===== src/rtl/ro_freq_counter_if.sv =====
// Wishbone slave bundle for the ring-oscillator frequency meter.
// Signal names follow the Caravel user-area wishbone port names.
interface ro_freq_counter_if;
  logic        wbs_cyc_i;
  logic        wbs_stb_i;
  logic        wbs_we_i;
  logic [3:0]  wbs_sel_i;
  logic [31:0] wbs_adr_i;
  logic [31:0] wbs_dat_i;
  logic        wbs_ack_o;
  logic [31:0] wbs_dat_o;

  modport master (
    output wbs_cyc_i, wbs_stb_i, wbs_we_i, wbs_sel_i, wbs_adr_i, wbs_dat_i,
    input  wbs_ack_o, wbs_dat_o
  );

  modport slave (
    input  wbs_cyc_i, wbs_stb_i, wbs_we_i, wbs_sel_i, wbs_adr_i, wbs_dat_i,
    output wbs_ack_o, wbs_dat_o
  );
endinterface


===== src/rtl/ro_freq_counter.sv =====
// Ring-oscillator frequency meter: counts rising edges of osc_i[sel] over a gate window.
// Optional macro RO_CONT_EN adds CTRL[2] cont for back-to-back continuous measurements.
module ro_freq_counter #(
  parameter int unsigned N_OSC     = 16,
  parameter int unsigned SEL_W     = 4,
  parameter int unsigned CNT_W     = 24,
  parameter int unsigned GATE_W    = 20,
  parameter logic [31:0] BASE_ADDR = 32'h3000_0000
) (
  input  logic             wb_clk_i,
  input  logic             wb_rst_i,
  ro_freq_counter_if.slave wbs,
  input  logic [N_OSC-1:0] osc_i,
  output logic             irq_o
);

  typedef enum logic [1:0] {StIdle, StSettle, StGate} state_e;

  localparam logic [CNT_W-1:0]  CntMax  = '1;
  localparam logic [CNT_W-1:0]  CntOne  = CNT_W'(1);
  localparam logic [GATE_W-1:0] GateOne = GATE_W'(1);

  state_e             state_q, state_d;
  logic [1:0]         scnt_q, scnt_d;
  logic [GATE_W-1:0]  gcnt_q, gcnt_d;
  logic [CNT_W-1:0]   cnt_q, cnt_d;
  logic [CNT_W-1:0]   result_q, result_d;
  logic [SEL_W-1:0]   sel_q, sel_d;
  logic [GATE_W-1:0]  gate_q, gate_d;
  logic               irq_en_q, irq_en_d;
  logic               start_q, start_d;
  logic               fin_q, fin_d;
  logic               done_q, done_d;
  logic               ovf_q, ovf_d;
  logic [2:0]         sync_q, sync_d;
  logic               ack_q, ack_d;
  logic [31:0]        rdata_q, rdata_d;
  logic               irq_q, irq_d;

`ifdef RO_CONT_EN
  logic cont_q, cont_d;
`else
  logic cont_q;
  assign cont_q = 1'b0;
`endif

  logic              req, hit, busy, lock, rise;
  logic [1:0]        idx;
  logic [31:0]       wdat, rmux;
  logic [CNT_W-1:0]  cnt_nxt;
  logic              unused_bus;

  assign hit  = (wbs.wbs_adr_i[31:4] == BASE_ADDR[31:4]);
  assign req  = wbs.wbs_cyc_i & wbs.wbs_stb_i & hit & ~ack_q;
  assign idx  = wbs.wbs_adr_i[3:2];
  assign wdat = wbs.wbs_dat_i;
  assign busy = (state_q != StIdle);
  // A pending start counts as busy so config cannot change under a launching measurement.
  assign lock = busy | start_q;
  assign rise = sync_q[1] & ~sync_q[2];
  assign cnt_nxt = (rise && cnt_q != CntMax) ? cnt_q + CntOne : cnt_q;

  assign unused_bus = ^{wbs.wbs_sel_i, wbs.wbs_adr_i[1:0], wbs.wbs_dat_i};

  always_comb begin
    rmux = '0;
    unique case (idx)
      2'd0: begin
        rmux[1]         = irq_en_q;
        rmux[2]         = cont_q;
        rmux[8 +: SEL_W] = sel_q;
      end
      2'd1: rmux[GATE_W-1:0] = gate_q;
      2'd2: rmux[CNT_W-1:0]  = result_q;
      2'd3: rmux[2:0]        = {ovf_q, done_q, busy};
      default: rmux = '0;
    endcase
  end

  always_comb begin
    state_d  = state_q;
    scnt_d   = scnt_q;
    gcnt_d   = gcnt_q;
    cnt_d    = cnt_q;
    result_d = result_q;
    sel_d    = sel_q;
    gate_d   = gate_q;
    irq_en_d = irq_en_q;
    start_d  = 1'b0;
    fin_d    = 1'b0;
    done_d   = done_q;
    ovf_d    = ovf_q;
`ifdef RO_CONT_EN
    cont_d   = cont_q;
`endif
    sync_d   = {sync_q[1:0], osc_i[sel_q]};
    ack_d    = req;
    rdata_d  = (req && !wbs.wbs_we_i) ? rmux : 32'h0;
    irq_d    = done_q & irq_en_q;

    if (req && wbs.wbs_we_i) begin
      unique case (idx)
        2'd0: begin
          irq_en_d = wdat[1];
`ifdef RO_CONT_EN
          cont_d   = wdat[2];
`endif
          if (!lock) begin
            sel_d = wdat[8 +: SEL_W];
            if (wdat[0]) begin
              start_d = 1'b1;
              done_d  = 1'b0;
              ovf_d   = 1'b0;
            end
          end
        end
        2'd1: if (!lock) gate_d = wdat[GATE_W-1:0];
        2'd3: begin
          if (wdat[1]) done_d = 1'b0;
          if (wdat[2]) ovf_d  = 1'b0;
        end
        default: ;
      endcase
    end

    // Continuous mode relaunches on the first idle cycle after a window completes.
    if (state_q == StIdle && fin_q && cont_q) begin
      start_d = 1'b1;
      done_d  = 1'b0;
      ovf_d   = 1'b0;
    end

    // Hardware updates come last so a same-cycle W1C loses to a set.
    unique case (state_q)
      StIdle: begin
        if (start_q) begin
          state_d = StSettle;
          scnt_d  = 2'd0;
        end
      end
      StSettle: begin
        cnt_d = '0;
        if (scnt_q == 2'd2) begin
          if (gate_q == '0) begin
            state_d  = StIdle;
            result_d = '0;
            done_d   = 1'b1;
            fin_d    = 1'b1;
          end else begin
            state_d = StGate;
            gcnt_d  = '0;
          end
        end else begin
          scnt_d = scnt_q + 2'd1;
        end
      end
      StGate: begin
        cnt_d  = cnt_nxt;
        gcnt_d = gcnt_q + GateOne;
        if (rise && cnt_nxt == CntMax) ovf_d = 1'b1;
        if (gcnt_q == gate_q - GateOne) begin
          state_d  = StIdle;
          result_d = cnt_nxt;
          done_d   = 1'b1;
          fin_d    = 1'b1;
        end
      end
      default: state_d = StIdle;
    endcase
  end

  always_ff @(posedge wb_clk_i or posedge wb_rst_i) begin
    if (wb_rst_i) begin
      state_q  <= StIdle;
      scnt_q   <= '0;
      gcnt_q   <= '0;
      cnt_q    <= '0;
      result_q <= '0;
      sel_q    <= '0;
      gate_q   <= '0;
      irq_en_q <= 1'b0;
      start_q  <= 1'b0;
      fin_q    <= 1'b0;
      done_q   <= 1'b0;
      ovf_q    <= 1'b0;
`ifdef RO_CONT_EN
      cont_q   <= 1'b0;
`endif
      sync_q   <= '0;
      ack_q    <= 1'b0;
      rdata_q  <= '0;
      irq_q    <= 1'b0;
    end else begin
      state_q  <= state_d;
      scnt_q   <= scnt_d;
      gcnt_q   <= gcnt_d;
      cnt_q    <= cnt_d;
      result_q <= result_d;
      sel_q    <= sel_d;
      gate_q   <= gate_d;
      irq_en_q <= irq_en_d;
      start_q  <= start_d;
      fin_q    <= fin_d;
      done_q   <= done_d;
      ovf_q    <= ovf_d;
`ifdef RO_CONT_EN
      cont_q   <= cont_d;
`endif
      sync_q   <= sync_d;
      ack_q    <= ack_d;
      rdata_q  <= rdata_d;
      irq_q    <= irq_d;
    end
  end

  assign wbs.wbs_ack_o = ack_q;
  assign wbs.wbs_dat_o = rdata_q;
  assign irq_o         = irq_q;

endmodule

===== src/flat_wrapper.sv =====
// flat-port wrapper written by rule: the top's interface ports become plain ports
module ro_freq_counter_flat 
#(
  parameter int unsigned N_OSC     = 16,
  parameter int unsigned SEL_W     = 4,
  parameter int unsigned CNT_W     = 24,
  parameter int unsigned GATE_W    = 20,
  parameter logic [31:0] BASE_ADDR = 32'h3000_0000
)
  (wb_clk_i, wb_rst_i, osc_i, irq_o, wbs_wbs_cyc_i, wbs_wbs_stb_i, wbs_wbs_we_i, wbs_wbs_sel_i, wbs_wbs_adr_i, wbs_wbs_dat_i, wbs_wbs_ack_o, wbs_wbs_dat_o);
  ro_freq_counter_if wbs_i ();
  input  logic wb_clk_i;
  input  logic wb_rst_i;
  input  logic [N_OSC-1:0] osc_i;
  output logic irq_o;
  input wire logic [$bits(wbs_i.wbs_cyc_i)-1:0] wbs_wbs_cyc_i;
  input wire logic [$bits(wbs_i.wbs_stb_i)-1:0] wbs_wbs_stb_i;
  input wire logic [$bits(wbs_i.wbs_we_i)-1:0] wbs_wbs_we_i;
  input wire logic [$bits(wbs_i.wbs_sel_i)-1:0] wbs_wbs_sel_i;
  input wire logic [$bits(wbs_i.wbs_adr_i)-1:0] wbs_wbs_adr_i;
  input wire logic [$bits(wbs_i.wbs_dat_i)-1:0] wbs_wbs_dat_i;
  output wire logic [$bits(wbs_i.wbs_ack_o)-1:0] wbs_wbs_ack_o;
  output wire logic [$bits(wbs_i.wbs_dat_o)-1:0] wbs_wbs_dat_o;
  assign wbs_i.wbs_cyc_i = wbs_wbs_cyc_i;
  assign wbs_i.wbs_stb_i = wbs_wbs_stb_i;
  assign wbs_i.wbs_we_i = wbs_wbs_we_i;
  assign wbs_i.wbs_sel_i = wbs_wbs_sel_i;
  assign wbs_i.wbs_adr_i = wbs_wbs_adr_i;
  assign wbs_i.wbs_dat_i = wbs_wbs_dat_i;
  assign wbs_wbs_ack_o = wbs_i.wbs_ack_o;
  assign wbs_wbs_dat_o = wbs_i.wbs_dat_o;
  ro_freq_counter #(.N_OSC(N_OSC), .SEL_W(SEL_W), .CNT_W(CNT_W), .GATE_W(GATE_W), .BASE_ADDR(BASE_ADDR)) u_core (.wb_clk_i(wb_clk_i), .wb_rst_i(wb_rst_i), .wbs(wbs_i), .osc_i(osc_i), .irq_o(irq_o));
endmodule

===== config.mk =====
export PLATFORM = sky130hd
export DESIGN_NAME = ro_freq_counter_flat
export DESIGN_NICKNAME = d
export VERILOG_FILES = /design/src/rtl/ro_freq_counter_if.sv /design/src/rtl/ro_freq_counter.sv /design/src/flat_wrapper.sv
export SDC_FILE = /design/constraint.sdc
export NUM_CORES = 1
export LEC_CHECK = 0
export BUFFER_PORTS_ARGS = -buffer_cell sky130_fd_sc_hd__buf_2
export CELL_PAD_IN_SITES_DETAIL_PLACEMENT = 1
export CELL_PAD_IN_SITES_GLOBAL_PLACEMENT = 2
export CORE_ASPECT_RATIO = 0.9
export CORE_UTILIZATION = 36
export CTS_CLUSTER_SIZE = 24
export DETAILED_ROUTE_END_ITERATION = 7
export PLACE_DENSITY_LB_ADDON = 0.1
export SLEW_MARGIN = 0
export SYNTH_ARGS = -nofsm -noshare
export SYNTH_HDL_FRONTEND = slang
export SYNTH_SLANG_ARGS = --single-unit

===== constraint.sdc =====
create_clock -name wb_clk_i -period 5.47 [get_ports wb_clk_i]
set_input_delay 1.094 -clock wb_clk_i [delete_from_list [all_inputs] [get_ports wb_clk_i]]
set_output_delay 1.094 -clock wb_clk_i [all_outputs]
set_load 0.03 [all_outputs]

==> flow_summary.toml <==
[synth]
synth_cell_types = 68
yosysTopAreaCell = "dfrtp_1"
avgSynthCellArea_um2 = 9.76
synth.top_cells.by_count = "129 x dfrtp_1, 67 x nor2_1, 57 x nand2_1"
synth_top_area_share_pct = 44.1
syn_area_um2 = 7310
synthFlopType = "dfrtp_1"
synthArstFlopShare_pct = 100
syn-instance-count = 749
yosysMostFrequentCell = "dfrtp_1"
yosysWarningCount = 0
ys_seq_elements = 129
yosysSeqAreaShare_pct = 44.1
synthTopCellsByArea = "dfrtp_1 44%, mux2_2 4.2%, xnor2_1 3.5%"
synth_edf_count = 0

[outcome]
failed_checks = "DRC"
status = "finished with violations"

[power]
powerDensity_nw_per_um2 = 261
ir_drop_mv = 0.147
leakage_uw = 0.00375

[sta]
clock_skew_ns = 0.00631
rsz0062_at_grt = "no"
max_clock_freq_mhz = 260
maxSlewHeadroom_pct = 20.4
worst_pin_slew_ns = 1.18
tns_ns = 0
drv_slew = 0
setup_viol = 0
min_period_over_period_pct = 70.3
finalHoldViolCount = 0
post-route-min-period_ns = 3.84

[routing]
vias = 6156
route.detailed.drc = 21
wl_mm = 22.7
viasPerCell = 5.63
wl_per_cell_um = 20.7
antenna_left = 0
first_pass_iters = 8
drt_iter0_drc = 373

[critical_path]
required_ns = 5.75
cp-start-kind = "flop"
cp_max_fo = 16
arrival_ns = 4.13
end_kind = "flop"
critical_path_class = "flop to flop"

[cts]
root_buffer = "clkbuf_16"
numCtsBuffers = 17
post_cts_buffers = 0
clk_pin_slew_ns = 0.06
post_cts_resized = 0
htree_levels = 4
clockBufferDepth = 2
tritoncts = "built"
insertion_delay_ns = 0.43
hold_buffers = 0
cts_sinks = 129

[layout]
stdcell_area_um2 = 8560
final_core_util_pct = 42.9
final_cells = 1094
final_nets = 927
drive_gt1_share_pct = 23.4
diodes = 0
syn_to_final_growth_pct = 17.0

[floorplan]
start_util_pct = 36.7
die_w_um = 152
fp.dieH_um = 137
rows = 49
io_pins = 123
coreArea_um2 = 19900
dieArea_um2 = 20900

[global_route]
grt_pass1_wl_mm = 36.2
grt_pass1_vias = 6263
grt.overflow.total = 0
grt_max_degree = 52
antenna_found_initial = 0
track_usage_pct = 22.8

[placement]
io_buffers = 96
dp_hpwl_mm = 16.7
dp_cells = 1063
globalplace.congestion = 0.835
placed_cell_area_um2 = 7940

[job]
cap_viol_max_count = 0

[min_path]
min_path_type = "flop to flop"
## cell usage in the layout (no fill, tap or decap), drive strengths merged, types with 14 or more instances in the layout
| master | Yosys | layout |
|---|---|---|
| o21ai | 32 | 32 |
| nand2 | 57 | 57 |
| nor3 | 20 | 20 |
| buf | 18 | 103 |
| dfrtp | 129 | 129 |
| nand3 | 31 | 31 |
| and3 | 17 | 17 |
| inv | 42 | 42 |
| o22ai | 23 | 23 |
| nor4 | 14 | 14 |
| nor2 | 67 | 67 |
| a22oi | 15 | 15 |
| xor2 | 22 | 22 |
| o31ai | 16 | 16 |
| mux2 | 27 | 27 |
| clkbuf | 33 | 21 |
| xnor2 | 29 | 29 |
## cell type report
cell class,count,area (µm²)
clock inverter,10,133
clock buffer,21,480
tap,255,319
inverter,43,164
sequential,129,3230
timing repair buffer,103,533
fill,2278,11400
multi-input combinational,533,3700
## cells by family (layout without fill, tap and decap cells)
logic type,count (synthesis),in the layout,synth area share [%]
XOR/XNOR,51,51,6.11
AND/OR/NAND/NOR,264,264,18.7
adder cells (fa/ha/maj),11,11,1.88
buffers and inverters,94,177,5.61
other,1,8,0.0513
flip-flops,129,129,44.1
AO/OA/AOI/OAI,164,164,17.4
multiplexers,35,35,6.11
## per-layer routing
layer	up-vias	wire length [µm]	global-route usage [%]
met5	-	0	0
met4	0	280	6.80
met3	24	1260	5.25
met2	176	10000	35.6
met1	3093	11100	31.6
li1	2863	-	-
## critical path, cell delays in order (launching register included)
cell	delay (ns)
dfrtp_1	0.49
inv_1	0.11
ha_1	0.24
nor3b_1	0.35
nand3_1	0.16
nor4bb_1	0.31
o2111ai_1	0.15
nor4_1	0.19
or4b_1	0.70
a21oi_2	0.51
buf_4	0.37
o22ai_2	0.12
## final timing paths
check | from | end | slack (ns) | depth (start not counted)
min in group asynchronous | wb_rst_i | u_core.scnt_q[0]$_DFFE_PP0P_ | 0.72 | 2
worst min register to register | u_core.sync_q[0]$_DFF_PP0_ | u_core.sync_q[1]$_DFF_PP0_ | 0.36 | 0
worst min-delay path | u_core.sync_q[0]$_DFF_PP0_ | u_core.sync_q[1]$_DFF_PP0_ | 0.36 | 0
max in group asynchronous | wb_rst_i | u_core.gate_q[5]$_DFFE_PP0P_ | 3.69 | 3
worst max register to register | u_core.gate_q[0]$_DFFE_PP0P_ | u_core.result_q[4]$_DFFE_PP0P_ | 1.63 | 11
worst max-delay path | u_core.gate_q[0]$_DFFE_PP0P_ | u_core.result_q[4]$_DFFE_PP0P_ | 1.63 | 11
## flip-flops by register name, summed over array words and instances, names as in the netlist
register and flops:
u_core.result_q 24, u_core.gate_q 20, u_core.gcnt_q 20, u_core.sync_q 3, u_core.sel_q 4, u_core.ovf_q 1, u_core.wbs.wbs_ack_o 1, u_core.scnt_q 2
u_core.irq_en_q 1, u_core.irq_o 1, u_core.state_q 2, u_core.done_q 1, u_core.start_q 1, u_core.cnt_q 24, u_core.wbs.wbs_dat_o 24
## power breakdown
group / leakage [µW] / switching [µW] / internal [µW] / total [µW]
sequential: 0.00179 / 0.950 / 956 / 957
combinational: 0.00167 / 52.5 / 27.2 / 79.7
clock: 0.000297 / 439 / 759 / 1200
## stage by stage
stage | power [µW] | setup slack, ns | hold slack, ns
2_1_floorplan | 1020 | 0.935 | 0.331
3_3_place_gp | 1050 | 1.62 | 0.350
3_5_place_dp | 1050 | 1.55 | 0.344
4_1_cts | 2260 | 1.67 | 0.364
5_1_grt | 2310 | 1.48 | 0.377
6_report | 2230 | 1.63 | 0.363
Note: power is estimated with default switching activity, not from simulation.
